$ cat config.mk
export PLATFORM = sky130hd
export DESIGN_NAME = coef_bank_pingpong
export DESIGN_NICKNAME = d
export VERILOG_FILES = /design/src/rtl/coef_bank_pingpong.sv
export SDC_FILE = /design/constraint.sdc
export NUM_CORES = 2
export LEC_CHECK = 0
export CORE_UTILIZATION = 45
export CTS_CLUSTER_DIAMETER = 200
export DETAILED_ROUTE_END_ITERATION = 10
export GPL_TIMING_DRIVEN = 0
export HOLD_SLACK_MARGIN = 0.06
export MAX_ROUTING_LAYER = met4
export PLACE_DENSITY = 0.65
export SYNTH_ARGS = -nofsm -noshare
export SYNTH_HDL_FRONTEND = slang
export SYNTH_SLANG_ARGS = --single-unit
$ cat constraint.sdc
create_clock -name clk -period 2.9 [get_ports clk]
set_clock_uncertainty 0.15 [all_clocks]
set_input_delay 0.58 -clock clk [delete_from_list [all_inputs] [get_ports clk]]
set_output_delay 0.58 -clock clk [all_outputs]
set_load 0.01 [all_outputs]
$ cat src/rtl/coef_bank_pingpong.sv
// Ping-pong FIR coefficient store with autonomous tap read sequencer.
// Optional word parity: define CMEM_PARITY_EN.
module coef_bank_pingpong #(
    parameter int DATA_WIDTH = 16,
    parameter int DEPTH      = 64,
    localparam int AW        = $clog2(DEPTH)
) (
    input  logic                  clk,
    input  logic                  rstn,
    input  logic                  cload,
    input  logic [AW-1:0]         caddr,
    input  logic [DATA_WIDTH-1:0] cin,
    input  logic                  swap_req,
    input  logic [AW:0]           ntaps,
    input  logic                  start,
    output logic [DATA_WIDTH-1:0] data_out,
    output logic                  data_valid,
    output logic [AW-1:0]         tap_idx,
    output logic                  rd_busy,
    output logic                  readco_done,
    output logic                  active_bank,
    output logic                  swap_pending,
    output logic                  cfg_err,
    output logic                  par_err
);

    localparam logic [0:0] S_IDLE = 1'b0;
    localparam logic [0:0] S_READ = 1'b1;

`ifdef CMEM_PARITY_EN
    localparam int MW = DATA_WIDTH + 1;
`else
    localparam int MW = DATA_WIDTH;
`endif

    localparam logic [AW:0] NMAX = (AW+1)'(DEPTH);

    logic [MW-1:0] mem [0:2*DEPTH-1];
    logic [MW-1:0] wr_word;
    logic [MW-1:0] rd_word;
    logic [0:0]    state;
    logic [AW-1:0] count;
    logic [AW:0]   ntaps_q;
    logic          last;
    logic          legal;

`ifdef CMEM_PARITY_EN
    assign wr_word = {^cin, cin};
`else
    assign wr_word = cin;
`endif

    // Host writes always land in the bank not currently being read
    always_ff @(posedge clk) begin
        if (cload)
            mem[{~active_bank, caddr}] <= wr_word;
    end

    assign rd_word = mem[{active_bank, count}];
    assign last    = ({1'b0, count} + 1'b1) == ntaps_q;
    assign legal   = (ntaps != '0) && (ntaps <= NMAX);
    assign rd_busy = (state == S_READ);

    always_ff @(posedge clk or negedge rstn) begin
        if (!rstn) begin
            state        <= S_IDLE;
            count        <= '0;
            ntaps_q      <= '0;
            data_out     <= '0;
            data_valid   <= 1'b0;
            tap_idx      <= '0;
            readco_done  <= 1'b0;
            active_bank  <= 1'b0;
            swap_pending <= 1'b0;
            cfg_err      <= 1'b0;
        end else begin
            data_valid  <= 1'b0;
            readco_done <= 1'b0;
            cfg_err     <= 1'b0;
            case (state)
                S_IDLE: begin
                    if (swap_req)
                        active_bank <= ~active_bank;
                    if (start) begin
                        if (legal) begin
                            state   <= S_READ;
                            count   <= '0;
                            ntaps_q <= ntaps;
                        end else begin
                            cfg_err <= 1'b1;
                        end
                    end
                end
                S_READ: begin
                    data_out   <= rd_word[DATA_WIDTH-1:0];
                    tap_idx    <= count;
                    data_valid <= 1'b1;
                    count      <= count + 1'b1;
                    // Deferred swap lands on the sequence boundary
                    if (last) begin
                        readco_done <= 1'b1;
                        state       <= S_IDLE;
                        if (swap_req || swap_pending) begin
                            active_bank  <= ~active_bank;
                            swap_pending <= 1'b0;
                        end
                    end else if (swap_req) begin
                        swap_pending <= 1'b1;
                    end
                end
                default: state <= S_IDLE;
            endcase
        end
    end

`ifdef CMEM_PARITY_EN
    always_ff @(posedge clk or negedge rstn) begin
        if (!rstn)
            par_err <= 1'b0;
        else
            par_err <= (state == S_READ) && (^rd_word);
    end
`else
    assign par_err = 1'b0;
`endif

endmodule
After elaboration in Yosys (flattened, before gate mapping)
Memory sizes are Yosys's and may differ from the RTL's. A register that Yosys moved wholly into a read port is not among the register bits. Index checks and enable logic that the tools add are counted.

Add/subtract/negate cells: 2. Reductions and logical operators: 9. Eq/ne operators: 7. Mux-type cells: 22. Bitwise operators: 2. Order comparisons: 1.

Operator list (number): 1-bit 2-to-1 mux (17); 6-bit 2-to-1 mux (2); 6-bit one-hot mux with 2 select lines (1); 3-bit AND reduction (3); 6-bit by 1-bit adder with 7-bit output (second input constant) (1); 7-bit == test (1); 7-bit <= comparator (second input constant) (1); 7-bit nonzero test (1); 6-bit by 1-bit adder with 6-bit output (second input constant) (1); 2-bit by 1-bit inequality test with 1-bit output (second input constant) (3); 2-bit inequality test (second input constant) (3); 1-bit one-hot mux with 2 select lines (2); 1-bit NOT (2); 2-bit AND reduction (1); 2-bit nonzero test (1); 1-bit logical AND (1); 1-bit zero test (1); 1-bit logical OR (1).

Logic and storage cells: 53. Output and inout port bits: 29. Memory bits (writable): 2048. Input port bits: 34. Flip-flop bits (word level): 25. Memories kept: 1.

Memory list: mem (depth 128, width 16, rd ports 1, clocked after memory_dff 1, wr ports 1, line 38) `logic [MW-1:0] mem [0:2*DEPTH-1];`.

Logic depth before layout (Yosys ltp)
Depth after elaboration: 5. Mapped depth: 12. Depth with buffers taken out: 7.

Least setup slack after synthesis
OpenSTA, ideal clock, no wires.

Kind: reg2reg. Start: register active_bank. End: memory mem[97][0] (netlist bit) (enable). Setup slack: -0.025 ns. Required time: 2.341 ns. Cell stages (with the launch flop): 6. Arrival: 2.365 ns. Buffers on the path: 2. Path through: dfrtp_1 clkbuf_1 clkbuf_1 nor2_1 nand4_1 nor3_1.

Word-level cells in the longest chain between the ends: 1.

Ends and longest elaborated chain: start: declaration (line 21) `output logic active_bank,`; start signal: assignment (line 83) `active_bank <= ~active_bank;`; start signal: assignment (line 104) `active_bank <= ~active_bank;`; 1-bit NOT (line 56) `mem[{~active_bank, caddr}] <= wr_word;`; end: declaration (line 38).

Every way passes these cells.

==> impl_metrics.ini <==
[outcome]
status = complete, but fails checks
violations = setup timing

[sta]
setup_tns_ns = -4.20
finalWorstPathRequiredPeriod_ns = 3.29
worst_slew_pin_slew_ns = 1.22
max_freq_mhz = 304
setup_violations = 27
rsz0062_at_grt = yes
setup_ws_ns = -0.391
hold_viol = 0
relSlewSlack_pct = 18.1
slew_violations = 0
period_share_pct = 113

[floorplan]
initial_core_util_pct = 45.2
core_area_um2 = 178000
rows = 155
die_y_um = 425
die_x_um = 425
die_area_um2 = 181000
io_pins = 63

[worst_setup_path]
end_kind = flop
critPathRequiredTime_ns = 3.46
cp_max_fo = 10
critPathTopFamily = compound AO/OA/AOI/OAI gates
r2r_slack_ns = -0.39
worst-setup-path-type = reg2reg
r2r_start = count[1]
worstRegToRegCells = 8
critPathLaunchType = flop
reg2reg_to = data_out[11]
arrival_ns = 3.85
startpoint = count[1]
cp.buffers_inverters = 3
cp_common_cell = buf_6
critPathMaxStageDelay_ns = 0.53
crit_path_cell_trace = buf_6 -> buf_6 -> clkbuf_8 -> mux4_2 -> a22oi_2 -> a21oi_4 -> o211ai_1 -> o311ai_1
slowest_stage = o211ai_1

[global_route]
antenna_found_initial = 19
grt_util_all_layers_pct = 30.2
grt_pass1_wl_um = 358000
grt_use_met3_pct = 9.10
met2_usage_pct = 43.4
grt_pass1_vias = 42965
grt.overflow.total = 0
busiest_layer = met2
grt_use_met1_pct = 38.0
grt_start_max_net_pins = 97

[drt]
drt-total-wl_um = 266000
drt_iter0_markers = 7341
drtAntennaViolNets = 0
wl_per_cell_um = 38.3
drc_errors = 0
via_per_inst = 6.47
first_pass_iters = 6
vias = 44951

[power]
power_density_nw_per_um2 = 967
power.internal_uw = 62300
clkPwrFrac_pct = 26.9
vdd.ir_drop.worst_uv = 650
switchingPower_uw = 33600
p_sw_share_pct = 35.1
power.leakage_uw = 0.0317
pwr-share-seq_pct = 35.6
combPwrFrac_pct = 37.5

[finish]
fillCellCount = 12839
syn2layout_area_growth_pct = 22.9
nets = 4435
drive_gt1_share_pct = 36.1
most-common-layout-cells = 2,048 x edfxtp_1, 398 x mux4_2, 244 x mux2i_1
final_common_cell = edfxtp_1
finish.utilization_pct = 55.6

[clocking]
cts_buffer_depth = 3
numCtsBuffers = 199
clk_pin_slew_ns = 0.07
cts_sinks = 2089
insertion_delay_ns = 0.86
h-tree-depth = 4
cts_tree = built
clock-root-buffer = clkbuf_16

[synth]
synth_edf_count = 2048
synth_cell_types = 53
syn_nets = 3852
yosysSeqAreaShare_pct = 77.5
ys.flop_type = edfxtp_1
ys_warn_count = 0
synth.avg_cell_area_um2 = 21.1
async_flop_share_pct = 1.96
synth_area_um2 = 80600
syn_inst = 3817
ys_ff_latch = 2089

[min_path]
min-delay-start = cin[1]
whs_path_depth = 1
hp-class = in2reg
hold-path-endpoint = mem[2][1]

[placed_design]
routabilityCongestion = 1.02
dp_worst_setup_slack_ns = -2.14
dp_hpwl_um = 175000
io_buffers = 61

[flow_run]
max_cap_viol_count = 0
cell type report:
| cell class | count | area [µm²] | area share, % |
|---|---|---|---|
| diodes | 21 | 52.6 | 0.0530 |
| clock inverters | 114 | 1060 | 1.07 |
| plain buffers | 208 | 2570 | 2.59 |
| flip-flops and latches | 2089 | 62500 | 63.1 |
| well taps | 2355 | 2950 | 2.97 |
| repair buffers | 386 | 5340 | 5.39 |
| multi-input cells | 1512 | 19300 | 19.5 |
| inverters | 4 | 18.8 | 0.0189 |
| clock buffers | 256 | 5340 | 5.38 |
power by group through the flow:
stage | clock network, µW | logic [µW] | registers (µW)
after global placement | 0 | 27400 | 34900
after global routing | 27000 | 35900 | 34100
after detailed placement | 0 | 27700 | 34700
final | 25800 | 35900 | 34100
after floorplan | 0 | 15000 | 34400
after CTS | 25900 | 33400 | 34100
per-stage QoR:
step	hold slack, ns	power [µW]	cell area (µm²)	instances
floorplan	0.134	49400	80700	3817
global placement	0.244	62300	84200	6233
detailed placement	0.250	62400	87400	6380
CTS	0.0840	93300	98100	6866
global route	0.132	97000	99100	6938
finish	0.140	95900	99100	6945
cells by family (layout without fill, tap and decap cells):
family                   Yosys count  after routing  share of synthesized area (%)
XOR/XNOR                          11             11                          0.137
flip-flops                      2089           2089                           77.5
AO/OA/AOI/OAI                    375            375                           3.15
buffers and inverters            216            968                           1.59
multiplexers                     734            734                           15.4
other                              1             22                        0.00465
adder cells (fa/ha/maj)            1              1                         0.0155
AND/OR/NAND/NOR                  390            390                           2.16
cell usage after synthesis, drive strengths merged (2+ instances only):
cell type | n | share of area (%)
a22o | 3 | 0.033
dfrtp | 41 | 1.3
mux2 | 79 | 1.1
o221ai | 22 | 0.24
xor2 | 3 | 0.033
nand2 | 65 | 0.30
o211ai | 16 | 0.15
or4 | 2 | 0.019
buf | 130 | 1.2
edfxtp | 2048 | 76
xnor2 | 7 | 0.076
or3 | 4 | 0.031
nand2b | 13 | 0.10
mux2i | 257 | 3.2
o21ai | 25 | 0.16
clkbuf | 82 | 0.38
a21oi | 64 | 0.40
o31ai | 9 | 0.084
o22ai | 110 | 0.85
o32ai | 2 | 0.022
a221oi | 11 | 0.13
and2 | 2 | 0.016
inv | 4 | 0.019
mux4 | 398 | 11
nor2b | 16 | 0.12
or2 | 4 | 0.031
nand3 | 37 | 0.24
nor2 | 180 | 0.84
o41ai | 13 | 0.14
nand4 | 5 | 0.039
a32oi | 6 | 0.065
nor4 | 9 | 0.070
nor3 | 42 | 0.26
o311ai | 6 | 0.065
a22oi | 84 | 0.78
and3 | 8 | 0.062
a211oi | 3 | 0.028
repair_timing:
| action | in CTS | in global routing |
|---|---|---|
| endpoints found under the setup margin | 2072 | 983 |
| hold buffers | 11 | 0 |
| setup buffers | 103 | 58 |
| gates cloned | 4 | 3 |
| endpoints found under the hold margin | 299 | 0 |
| pin swaps | 88 | 72 |
| gates resized for setup | 697 | 117 |
how the worst max path moves through the flow:
stage / endpoint / cells past startpoint
6_report: data_out[11] / 8
5_1_grt: data_out[11] / 10
4_1_cts: data_out[11] / 6
3_5_place_dp: data_out[12] / 9
3_3_place_gp: mem[26][2] / 1
2_1_floorplan: mem[63][0] / 4
worst reg2reg max path: cells and delay by family (launching register included):
| kind | cells | cell delay [ns] |
|---|---|---|
| multiplexers | 1 | 0.36 |
| buffers and inverters | 3 | 0.78 |
| AO/OA/AOI/OAI | 4 | 1.32 |
| flip-flops | 1 | 0.51 |
layer usage:
layer,vias to the layer above,part of all wire (%)
li1,17233,-
met1,23437,34
met2,3539,45
met3,742,14
met4,0,7.0
met5,-,0
flip-flops by register name, indices dropped and copies added (netlist names), 6 cells and up:
name      flops
mem        2048
count         6
ntaps_q       7
tap_idx       6
data_out     16
Power figures use the tool's default switching activity.
